## src/rtl/pwm8_pkg.sv

```systemverilog
// Shared constants and FSM encoding for the PWM capture block.
package pwm8_pkg;

   localparam int CNT_W_DEF   = 16;
   localparam int TIMEOUT_DEF = 1024;

   typedef enum logic [1:0] {
      IDLE = 2'd0,
      ARM  = 2'd1,
      MEAS = 2'd2
   } state_t;

endpackage

```

## src/rtl/pwm_in_sync.sv

```systemverilog
// Two-flop synchronizer for the asynchronous PWM pin plus a qualified rise detector.
module pwm_in_sync (
   input  logic clk,
   input  logic rst,
   input  logic pwm_in,
   output logic level,
   output logic rise
);

   logic       sync_1;
   logic       sync_2;
   logic       sync_d;
   logic [1:0] fill;
   logic       low_seen;

   // A rise only counts once the synced level has genuinely been low after reset,
   // so a pin that was already high at reset release is not mistaken for an edge.
   always_ff @(posedge clk) begin
      if (rst) begin
         sync_1   <= 1'b0;
         sync_2   <= 1'b0;
         sync_d   <= 1'b0;
         fill     <= 2'd0;
         low_seen <= 1'b0;
      end else begin
         sync_1 <= pwm_in;
         sync_2 <= sync_1;
         sync_d <= sync_2;
         if (fill != 2'd2) fill <= fill + 2'd1;
         if (fill == 2'd2 && !sync_2) low_seen <= 1'b1;
      end
   end

   assign level = sync_2;
   assign rise  = sync_2 & ~sync_d & low_seen;

endmodule

```

## src/rtl/pwm8_capture.sv

```systemverilog
// Measures high time and period of a PWM input, with timeout and valid/ready result handshake.
module pwm8_capture
   import pwm8_pkg::*;
#(
   parameter int CNT_W   = CNT_W_DEF,
   parameter int TIMEOUT = TIMEOUT_DEF
) (
   input  logic             clk,
   input  logic             rst,
   input  logic             en,
   input  logic             pwm_in,
   output logic [CNT_W-1:0] hi_out,
   output logic [CNT_W-1:0] period_out,
   output logic             stuck,
   output logic             meas_valid,
   input  logic             meas_ready,
   output logic             ovr
);

   localparam logic [CNT_W-1:0] TO_VAL = CNT_W'(TIMEOUT);
   localparam logic [CNT_W-1:0] ONE    = CNT_W'(1);

   logic             level;
   logic             rise;
   state_t           state, state_nx;
   logic [CNT_W-1:0] per_cnt, per_nx;
   logic [CNT_W-1:0] hi_cnt, hi_nx;
   logic             pub;
   logic             pub_stuck;

   pwm_in_sync u_sync (
      .clk    (clk),
      .rst    (rst),
      .pwm_in (pwm_in),
      .level  (level),
      .rise   (rise)
   );

   // NOTE: every signal gets a default before the case so no path leaves it unassigned (no latch).
   always_comb begin
      state_nx  = state;
      per_nx    = per_cnt;
      hi_nx     = hi_cnt;
      pub       = 1'b0;
      pub_stuck = 1'b0;
      if (!en) begin
         state_nx = IDLE;
         per_nx   = '0;
         hi_nx    = '0;
      end else begin
         case (state)
            IDLE: begin
               state_nx = ARM;
               per_nx   = '0;
               hi_nx    = '0;
            end
            ARM, MEAS: begin
               if (rise) begin
                  pub      = (state == MEAS);
                  state_nx = MEAS;
                  per_nx   = ONE;
                  hi_nx    = ONE;
               end else if (per_cnt == TO_VAL) begin
                  pub       = 1'b1;
                  pub_stuck = 1'b1;
                  state_nx  = ARM;
                  per_nx    = '0;
                  hi_nx     = '0;
               end else begin
                  per_nx = per_cnt + ONE;
                  if (state == MEAS && level) hi_nx = hi_cnt + ONE;
               end
            end
            default: begin
               state_nx = IDLE;
               per_nx   = '0;
               hi_nx    = '0;
            end
         endcase
      end
   end

   // NOTE: state registers use non-blocking assignments so all flops update from pre-edge values.
   always_ff @(posedge clk) begin
      if (rst) begin
         state      <= IDLE;
         per_cnt    <= '0;
         hi_cnt     <= '0;
         hi_out     <= '0;
         period_out <= '0;
         stuck      <= 1'b0;
         meas_valid <= 1'b0;
         ovr        <= 1'b0;
      end else begin
         state   <= state_nx;
         per_cnt <= per_nx;
         hi_cnt  <= hi_nx;
         ovr     <= 1'b0;
         if (!en) begin
            meas_valid <= 1'b0;
         end else if (pub) begin
            stuck      <= pub_stuck;
            period_out <= pub_stuck ? '0 : per_cnt;
            hi_out     <= pub_stuck ? (level ? TO_VAL : '0) : hi_cnt;
            meas_valid <= 1'b1;
            ovr        <= meas_valid & ~meas_ready;
         end else if (meas_valid && meas_ready) begin
            meas_valid <= 1'b0;
         end
      end
   end

endmodule

```

## config.mk

```make
export PLATFORM = sky130hd
export DESIGN_NAME = pwm8_capture
export DESIGN_NICKNAME = d
export VERILOG_FILES = /design/src/rtl/pwm8_pkg.sv /design/src/rtl/pwm_in_sync.sv /design/src/rtl/pwm8_capture.sv
export SDC_FILE = /design/constraint.sdc
export NUM_CORES = 1
export LEC_CHECK = 0
export CORE_MARGIN = 1
export CORE_UTILIZATION = 55
export DETAILED_ROUTE_END_ITERATION = 8
export PLACE_DENSITY = 0.86
export SLEW_MARGIN = 0
export SYNTH_ARGS = -nofsm -noshare
export SYNTH_HDL_FRONTEND = slang
export SYNTH_SLANG_ARGS = --single-unit
```

## constraint.sdc

```tcl
create_clock -name clk -period 2.7 [get_ports clk]
set_input_delay 0.81 -clock clk [delete_from_list [all_inputs] [get_ports clk]]
set_output_delay 0.81 -clock clk [all_outputs]
set_load 0.01 [all_outputs]
```

Word level (Yosys, flattened, before mapping). Index checks and enable logic that the tools add are counted.

Bitwise logic cells: 8. Divide/modulo/power cells: 0. Shifts and indexed selects: 0. Magnitude comparators: 0. Equal/unequal tests: 6. Multiplexer cells: 20. $mul: 0. Add/subtract/negate cells: 3. Reductions and logical operators: 13.

Operators with widths (count): 16-bit by 1-bit adder with 16-bit output (second input constant) (2); 16-bit two-way mux (2); 16-bit by 11-bit == test with 1-bit output (second input constant) (1); 1-bit two-way mux (14); 11-bit two-way mux (1); 3-bit OR reduction (2); 1-bit NOT (5); 5-bit OR reduction (1); 2-bit == test (second input constant) (2); 2-bit two-way mux (2); 2-bit one-hot mux with 2 select lines (1); 2-bit OR reduction (2); 1-bit bitwise AND (3); 1-bit logical AND (3); 3-bit != test (second input constant) (1); 3-bit nonzero test (1); 2-bit by 1-bit adder with 2-bit output (second input constant) (1); 2-bit by 1-bit == test with 1-bit output (second input constant) (1); 2-bit logical NOT (1); 2-bit != test (second input constant) (1); 2-bit AND reduction (1); 2-bit nonzero test (1); 1-bit logical NOT (1).

Input port bits: 5. Output and inout port bits: 35. Memories: 0. Bits in latches: 0. Memory bits (writable): 0. Word-level logic and storage cells: 65. Bits in registers: 75. Memory bits (read-only): 0.

Depth between registers and ports, before layout. Gate-level depths: netlist (run 1).

Depth in word-level cells: 8. Gate-level depth with buffers: 8.

Cells and area by module. Synthesis (run 1) repeated with hierarchy kept, for this count alone.

Cells, all modules: 384. Area, all modules: 3303.2 um2.

Modules (own cells, without submodules): pwm8_capture (area an instance 3094.2 um2, cells each 364, times used 1); pwm_in_sync (area an instance 209.0 um2, cells each 20, times used 1).

Worst setup path after synthesis (run 1). Ideal clock, no wire load.

Path kind: input -> register. From: input en. To: register period_out[9]. Library setup time: 0.062 ns. Arrival time: 1.788 ns. Buffers on the path: 1. Setup slack: 0.850 ns. Cell stages on the path: 5. Path through: and2_1 > o21ai_1 > buf_2 > or4b_1 > nand3_1.

Cells in the longest elaborated chain, start to end: 2.

Ends and longest elaborated chain: from (decl) (RTL line pwm8_capture.sv:10) `input logic en,`; 1-bit two-way mux (RTL line pwm8_capture.sv:46) `if (!en) begin`; 16-bit two-way mux / 2-bit AND reduction (equally long branches); to (signal assigned) (RTL line pwm8_capture.sv:103) `period_out <= pub_stuck ? '0 : per_cnt;`; to (decl) (RTL line pwm8_capture.sv:13) `output logic [CNT_W-1:0] period_out,`.

Several ways; a longest one is shown, not always the timed one. A chain may end at the register's enable or synchronous reset.

Final worst setup path (run 1).
From: input en. To: register period_out[5].

The elaborated chain is that of the path after synthesis.

==> results of run 1 <==
## cell usage in the layout (no fill, tap or decap), drive strengths merged
cell type,n
clkdlybuf4s50,39
dfxtp,75
xor2,15
a211oi,1
and4,6
bufinv,3
nand2b,1
a21boi,2
buf,11
nor2,35
inv,9
clkbuf,11
nor3,25
clkinv,2
nand3,37
xnor2,11
o21ai,5
ha,7
a221oi,20
nand4,13
o31ai,2
or3,3
nand3b,1
nor4b,1
a21o,1
nor3b,1
nor4,6
nor2b,14
and2,3
or4b,12
nand4b,2
or4,2
and3,2
o211ai,1
a21oi,30
nand2,25
## worst min-delay path by stage
stage,from,end,slack (ps)
final,u_sync.sync_1$_SDFF_PP0_,u_sync.level$_SDFF_PP0_,460
after global routing,u_sync.sync_1$_SDFF_PP0_,u_sync.level$_SDFF_PP0_,490
after CTS,u_sync.sync_1$_SDFF_PP0_,u_sync.level$_SDFF_PP0_,470
after detailed placement,u_sync.sync_1$_SDFF_PP0_,u_sync.level$_SDFF_PP0_,440
after global placement,u_sync.sync_1$_SDFF_PP0_,u_sync.level$_SDFF_PP0_,420
after floorplan,u_sync.sync_1$_SDFF_PP0_,u_sync.level$_SDFF_PP0_,410
## power breakdown
part	total [mW]	switching [mW]	internal (mW)	leakage (nW)
Combinational	0.125	0.0784	0.0465	0.612
Sequential	1.14	0.0150	1.13	0.605
Clock	1.04	0.405	0.637	0.123
## layer usage
metal / share of wire / vias up / global-route usage
li1: - / 1501 / -
met5: 0 / - / 0
met4: 0.015 / 0 / 0.113
met1: 0.46 / 1424 / 0.349
met2: 0.46 / 118 / 0.387
met3: 0.063 / 16 / 0.0629
## area by class of cell
type                    instances  area (um2)
well taps                      75        93.8
inverters                       9        33.8
clock inverters                 5         100
flip-flops and latches         75        1500
clock buffers                  11         141
repair buffers                 50         485
multi-input cells             284        1760
fillers                       462        1870
## flip-flops by register name, indices dropped and copies added, names as in the netlist
signal	cells
u_sync.level	1
u_sync.sync_d	1
ovr	1
u_sync.sync_1	1
state	2
u_sync.fill	2
stuck	1
hi_cnt	16
u_sync.low_seen	1
hi_out	16
period_out	16
meas_valid	1
per_cnt	16
## cells by family after synthesis
family                     after synthesis
and+or+nand+nor                        189
AOI/OAI and AO/OA                       62
buffers and inverters                   42
DFF                                     75
adders and majority gates                7
xor gates and xnor gates                26
==> results.sh, run 1 <==
export IMPL_status="finished, final reports clean"
export IMPL_min_period_ps=2310
export IMPL_row_count=28
export IMPL_initial_core_util=0.575
export IMPL_r2r_start="state[0]$_SDFFE_PP0P_"
export IMPL_synth_compound_area_frac=0.117
export IMPL_grt_pass1_vias=2867
export IMPL_io_pins=40
export IMPL_period_share=0.856
export IMPL_r2r_slack_ps=550
export IMPL_drt_initial_drc_count=266
export IMPL_path_clk_slew_ps=80
export IMPL_pre_cts_slack_ps=71.4
export IMPL_final_util=0.688
export IMPL_syn_inst=401
export IMPL_slew_viol_final=0
export IMPL_diodes=0
export IMPL_drt_total_wl_um=7690
export IMPL_cts_num_sinks=75
export IMPL_drive_gt1_frac=0.0853
export IMPL_yosys_area_top_type="dfxtp_1"
export IMPL_endpoint_kind="flop"
export IMPL_synth_mux_area_frac=0
export IMPL_via_count=3059
export IMPL_syn_num_nets=413
export IMPL_ctsResizeCount=0
export IMPL_cp_cell_sequence="clkdlybuf4s50_1 > and2_1 > o21ai_2 > or4b_2 > nand3_1"
export IMPL_p_leak_nw=1.34
export IMPL_cts_root_buffer="clkbuf_8"
export IMPL_finalSetupViolCount=0
export IMPL_numCtsBuffers=9
export IMPL_critPathTopFamily="simple AND/OR/NAND/NOR gates"
export IMPL_crit_fanout=23
export IMPL_tritoncts="done"
export IMPL_r2r_cells=6
export IMPL_holdWs_ps=464
export IMPL_cp_start_kind="input pin"
export IMPL_synth_top_family_by_area="simple AND/OR/NAND/NOR gates"
export IMPL_grt_max_degree=54
export IMPL_syn_area_per_cell_um2=8.58
export IMPL_synth_top_area_share=0.436
export IMPL_max_slew_worst_pin_slew_ps=765
export IMPL_synth_xor_area_frac=0.0662
export IMPL_synth_main_ff_cell="dfxtp_1"
export IMPL_place_hpwl_um=4970
export IMPL_viasPerCell=6.01
export IMPL_arrival_ps=2590
export IMPL_synthSimpleGateAreaFrac=0.302
export IMPL_die_h_um=81.1
export IMPL_port_buffers=39
export IMPL_crit_end="period_out[5]$_SDFFE_PP0P_"
export IMPL_synthTopCellsByArea="dfxtp_1 (44%), nand3_1 (5.2%), a221oi_1 (5.1%)"
export IMPL_area_delta_synth_final_pct=19.7
export IMPL_clk_latency_ps=350
export IMPL_gp_congestion=0.828
export IMPL_hold_buffers=0
export IMPL_worst_slack_ps=388
export IMPL_synthAdderAreaFrac=0.0254
export IMPL_synth_common_cells="dfxtp_1 (75), nand3_1 (36), nor2_1 (35)"
export IMPL_grt_pass1_wl_um=13000
export IMPL_ys_warn_count=0
export IMPL_critical_path_class="in -> reg"
export IMPL_peakVddDrop_mv=0.467
export IMPL_rsz0062_at_grt="no"
export IMPL_timing_fmax_mhz=432
export IMPL_dieArea_mm2=0.00658
export IMPL_remaining_drc_errors=0
export IMPL_synth_cell_types=41
export IMPL_finalHoldViolCount=0
export IMPL_fin_nets=441
export IMPL_antenna_found_initial=0
export IMPL_ys_seq_elements=75
export IMPL_ys_seq_area_frac=0.436
export IMPL_startpoint="en"
export IMPL_cts_htree_levels=3
export IMPL_grt_remaining_overflow=0
export IMPL_syn_area_mm2=0.00344
export IMPL_placed_cell_area_mm2=0.00388
export IMPL_postCtsSetupRepairBufs=0
export IMPL_first_pass_iters=5
export IMPL_core_mm2=0.00599
export IMPL_wl_per_cell_um=15.1
export IMPL_synth_enable_flop_cells=0
export IMPL_async_flop_share=0
export IMPL_crit_buf_inv=1
export IMPL_power_mw=2.31
export IMPL_min_path_type="reg -> reg"
export IMPL_final_area_mm2=0.00412
export IMPL_clock_skew_ps=10.5
export IMPL_crit_slowest_cell="or4b_2"
export IMPL_finalNonFillerCells=509
export IMPL_clockBufferDepth=2
export IMPL_grt_usage=0.257
export IMPL_final_antenna_net_count=0
export IMPL_slew_headroom=0.490
export IMPL_synth_most_common_cell="dfxtp_1"
export IMPL_slowest_delay_ps=680
export IMPL_post_place_cells=493
export IMPL_max_cap_violations=0
export IMPL_finalSetupTns_ps=0
export IMPL_die_x_um=81.1
export IMPL_cp_depth=5
export IMPL_whs_path_depth=1
export IMPL_reg2reg_to="hi_out[8]$_SDFFE_PP0P_"
export IMPL_required_ps=2980
export IMPL_powerDensity_mw_per_mm2=561
No activity file was read; power rests on OpenSTA's default activity.
==> run 2, diff against run 1 <==
- SETUP_SLACK_MARGIN: default -> 0.4
==> results.sh, run 2 (synthesized netlist as in run 1, its figures left out) <==
export IMPL_status="finished, final reports clean"
export IMPL_dieArea_mm2=0.00658
export IMPL_top_layer="met4"
export IMPL_finalSetupViolCount=0
export IMPL_cts_root_buffer="clkbuf_8"
export IMPL_area_delta_synth_final_pct=20.0
export IMPL_max_cap_violations=0
export IMPL_multi_input_area_mm2=0.00177
export IMPL_peakVddDrop_mv=0.467
export IMPL_endpoint_kind="flop"
export IMPL_critical_path_class="in -> reg"
export IMPL_slowest_delay_ps=650
export IMPL_antenna_found_initial=0
export IMPL_grt_pass1_wl_um=13000
export IMPL_min_path_type="reg -> reg"
export IMPL_initial_core_util=0.575
export IMPL_row_count=28
export IMPL_required_ps=2990
export IMPL_grt_max_degree=54
export IMPL_max_slew_worst_pin_slew_ps=504
export IMPL_io_pins=40
export IMPL_grt_pass1_vias=2867
export IMPL_die_x_um=81.1
export IMPL_path_clk_slew_ps=80
export IMPL_grt_usage=0.257
export IMPL_remaining_drc_errors=0
export IMPL_final_antenna_net_count=0
export IMPL_drt_initial_drc_count=234
export IMPL_grt_remaining_overflow=0
export IMPL_period_share=0.808
export IMPL_cts_htree_levels=3
export IMPL_via_count=3099
export IMPL_gp_congestion=0.828
export IMPL_viasPerCell=6.09
export IMPL_fin_nets=441
export IMPL_diodes=0
export IMPL_cp_cell_sequence="clkdlybuf4s50_1 > and2_2 > o21ai_4 > or4b_2 > nand3_1"
export IMPL_arrival_ps=2470
export IMPL_timing_fmax_mhz=458
export IMPL_drt_total_wl_um=7750
export IMPL_power_mw=2.31
export IMPL_core_mm2=0.00599
export IMPL_slew_headroom=0.664
export IMPL_p_leak_nw=1.34
export IMPL_cp_start_kind="input pin"
export IMPL_finalSetupTns_ps=0
export IMPL_drive_gt1_frac=0.0876
export IMPL_crit_slowest_cell="or4b_2"
export IMPL_clock_skew_ps=10.5
export IMPL_r2r_slack_ps=670
export IMPL_dr_wl_met3_um=521
export IMPL_first_pass_iters=5
export IMPL_finalHoldViolCount=0
export IMPL_r2r_start="state[0]$_SDFFE_PP0P_"
export IMPL_drt_met1_wl_um=3510
export IMPL_final_cell_mix="dfxtp_1 (75), clkdlybuf4s50_1 (39), nand3_1 (36), nor2_1 (34), a21oi_1 (30)"
export IMPL_r2r_cells=6
export IMPL_finalNonFillerCells=509
export IMPL_min_period_ps=2180
export IMPL_clk_latency_ps=350
export IMPL_startpoint="en"
export IMPL_rsz0062_at_grt="no"
export IMPL_crit_fanout=23
export IMPL_clockBufferDepth=2
export IMPL_wl_per_cell_um=15.2
export IMPL_cts_num_sinks=75
export IMPL_crit_end="period_out[5]$_SDFFE_PP0P_"
export IMPL_reg2reg_to="hi_cnt[15]$_SDFFE_PP0P_"
export IMPL_fillers=459
export IMPL_port_buffers=39
export IMPL_met2_length_um=3600
export IMPL_powerDensity_mw_per_mm2=560
export IMPL_post_place_cells=493
export IMPL_postCtsSetupRepairBufs=0
export IMPL_slew_viol_final=0
export IMPL_final_seq_area_mm2=0.00150
export IMPL_layout_commonest_cell="dfxtp_1"
export IMPL_numCtsBuffers=9
export IMPL_die_h_um=81.1
export IMPL_tritoncts="done"
export IMPL_place_hpwl_um=4970
==> run 2: how the worst min path moves through the flow <==
stage                                  start                      end  slack, ps  cells after the start
global placement    u_sync.sync_1$_SDFF_PP0_  u_sync.level$_SDFF_PP0_        420                      1
detailed placement  u_sync.sync_1$_SDFF_PP0_  u_sync.level$_SDFF_PP0_        440                      1
global route        u_sync.sync_1$_SDFF_PP0_  u_sync.level$_SDFF_PP0_        490                      1
CTS                 u_sync.sync_1$_SDFF_PP0_  u_sync.level$_SDFF_PP0_        470                      1
floorplan           u_sync.sync_1$_SDFF_PP0_  u_sync.level$_SDFF_PP0_        410                      1
finish              u_sync.sync_1$_SDFF_PP0_  u_sync.level$_SDFF_PP0_        460                      1
==> run 2: metrics by stage <==
step,hold WS (ps),instance area (um2),utilization,setup slack [ps]
2_1_floorplan,414,3440,-,850
3_3_place_gp,424,3880,0.647,151
3_5_place_dp,440,3880,0.647,71.4
4_1_cts,465,4120,0.688,412
5_1_grt,487,4130,0.689,419
6_report,458,4130,0.689,517
==> run 2: critical path: cells and delay by family <==
kind | cells | cell delay (ps)
buffers and inverters | 1 | 530
AO/OA/AOI/OAI | 1 | 160
AND/OR/NAND/NOR | 3 | 970
==> run 2: area by class of cell <==
| class | count | share of cell area |
|---|---|---|
| Multi-Input combinational cell | 284 | 0.429 |
| Tap cell | 75 | 0.0227 |
| Sequential cell | 75 | 0.364 |
| Inverter | 9 | 0.00818 |
| Clock buffer | 11 | 0.0342 |
| Clock inverter | 5 | 0.0242 |
| Timing Repair Buffer | 50 | 0.118 |
==> run 2: routing by layer <==
| layer | GRT usage | up-vias |
|---|---|---|
| met2 | 0.387 | 119 |
| met4 | 0.113 | 0 |
| met1 | 0.349 | 1463 |
| met3 | 0.0629 | 14 |
| met5 | 0 | - |
| li1 | - | 1503 |
==> run 2: what timing repair did <==
action | CTS | global route
endpoints found under the setup margin | 0 | 25
resized for setup | 0 | 2
hold buffers | 0 | 0
==> run 2: power breakdown <==
group          total, mW  internal [mW]  switching [mW]
logic              0.126         0.0471          0.0788
clock network       1.04          0.637           0.408
registers           1.14           1.13          0.0147
total               2.31           1.81           0.501
==> run 3, diff against run 2 <==
- CORE_UTILIZATION: 55 -> 50
- PLACE_DENSITY: 0.86 -> 0.82
- clock period: 2.7 -> 1.9 ns (I/O delays scaled with it)
==> results.sh, run 3 (synthesized netlist as in run 1, its figures left out) <==
export IMPL_slew_viol_final=0
export IMPL_min_period_ps=1910
export IMPL_required_ps=2160
export IMPL_grt_remaining_overflow=0
export IMPL_final_area_mm2=0.00569
export IMPL_final_util=0.876
export IMPL_area_delta_synth_final_pct=65.2
export IMPL_final_antenna_net_count=0
export IMPL_cts_num_sinks=75
export IMPL_min_path_type="reg -> reg"
export IMPL_fin_nets=522
export IMPL_violations="design-rule violations, negative setup slack"
export IMPL_endpoint_kind="flop"
export IMPL_clk_latency_ps=380
export IMPL_clockBufferDepth=2
export IMPL_critical_path_class="reg -> reg"
export IMPL_drt_total_wl_um=16300
export IMPL_diodes=0
export IMPL_row_count=29
export IMPL_placed_cell_area_mm2=0.00425
export IMPL_wl_per_cell_um=27.5
export IMPL_tritoncts="done"
export IMPL_startpoint="state[0]$_SDFFE_PP0P_"
export IMPL_cts_htree_levels=3
export IMPL_max_cap_violations=0
export IMPL_rsz0062_at_grt="yes"
export IMPL_antenna_found_initial=0
export IMPL_gp_congestion=0.813
export IMPL_numCtsBuffers=9
export IMPL_drive_gt1_frac=0.534
export IMPL_timing_fmax_mhz=523
export IMPL_finalSetupViolCount=1
export IMPL_slew_headroom=0.715
export IMPL_place_hpwl_um=5620
export IMPL_min_from="u_sync.sync_1$_SDFF_PP0_"
export IMPL_initial_core_util=0.530
export IMPL_crit_fanout=5
export IMPL_grt_max_degree=22
export IMPL_die_h_um=85.0
export IMPL_via_count=4242
export IMPL_die_x_um=85.0
export IMPL_first_pass_iters=9
export IMPL_grt_pass1_wl_um=17600
export IMPL_path_clk_slew_ps=100
export IMPL_core_mm2=0.00649
export IMPL_viasPerCell=7.17
export IMPL_finalHoldViolCount=0
export IMPL_finalSetupTns_ps=-12.5
export IMPL_clock_skew_ps=21.6
export IMPL_worst_slack_ps=-12.5
export IMPL_layout_commonest_cell="buf_4"
export IMPL_drt_initial_drc_count=616
export IMPL_grt_pass1_vias=3501
export IMPL_cp_start_kind="flop"
export IMPL_io_pins=40
export IMPL_grt_usage=0.311
export IMPL_period_share=1.01
export IMPL_peakVddDrop_mv=0.455
export IMPL_arrival_ps=2170
export IMPL_r2r_start="state[0]$_SDFFE_PP0P_"
export IMPL_max_slew_worst_pin_slew_ps=426
export IMPL_power_mw=3.43
export IMPL_powerDensity_mw_per_mm2=603
export IMPL_dieArea_mm2=0.00722
export IMPL_cts_root_buffer="clkbuf_8"
export IMPL_final_cell_mix="buf_4 (50), dfxtp_1 (49), buf_6 (23)"
export IMPL_remaining_drc_errors=6
export IMPL_port_buffers=39
export IMPL_status="finished, violations left"
export IMPL_p_leak_nw=2.07
run 3: cell type report:
cell class / instances / area (um2)
clock inverter: 6 / 87.6
sequential: 75 / 1550
inverter: 9 / 43.8
clock buffer: 10 / 138
multi-input combinational: 285 / 2410
tap: 77 / 96.3
fill: 243 / 807
timing repair buffer: 130 / 1360
run 3: timing repair:
| action | 4_1_cts | 5_1_grt |
|---|---|---|
| gates cloned | 6 | 6 |
| gates resized for setup | 133 | 144 |
| pin swaps | 21 | 40 |
| hold buffers | 0 | 0 |
| endpoints found under the setup margin | 103 | 101 |
| setup buffers | 20 | 26 |
run 3: power by group:
part	leakage, nW	total, mW	switching, mW	internal [mW]
Clock	0.113	1.46	0.687	0.777
Sequential	0.620	1.63	0.0314	1.60
Combinational	1.33	0.335	0.194	0.141
run 3: per-layer routing:
layer / routed length (um) / global-route usage / vias to the layer above
met1: 5800 / 0.400 / 1980
li1: - / - / 1680
met3: 2030 / 0.0554 / 142
met5: 0 / 0 / -
met2: 7240 / 0.490 / 440
met4: 1240 / 0.180 / 0
run 3: final timing paths:
kind / end / slack [ps] / cells past startpoint
max: period_out[10]$_SDFFE_PP0P_ / -10 / 10
min: u_sync.level$_SDFF_PP0_ / 500 / 1
max reg2reg: period_out[10]$_SDFFE_PP0P_ / -10 / 10
min reg2reg: u_sync.level$_SDFF_PP0_ / 500 / 1
run 3: critical path: stages, from the launching register on:
cell and delay [ps]:
dfxtp_4 380, inv_6 40, ha_4 280, buf_6 120
nand3_4 80, nor2_4 230, buf_6 140, buf_12 110
buf_16 110, a21oi_1 90, nor3_1 220
run 3: through the flow:
step,hold slack (ps),setup slack (ps),instances
final,495,-12.5,592
after global routing,502,-89.6,592
after CTS,455,178,560
after detailed placement,440,-201,518
after global placement,432,-184,518
after floorplan,414,280,401
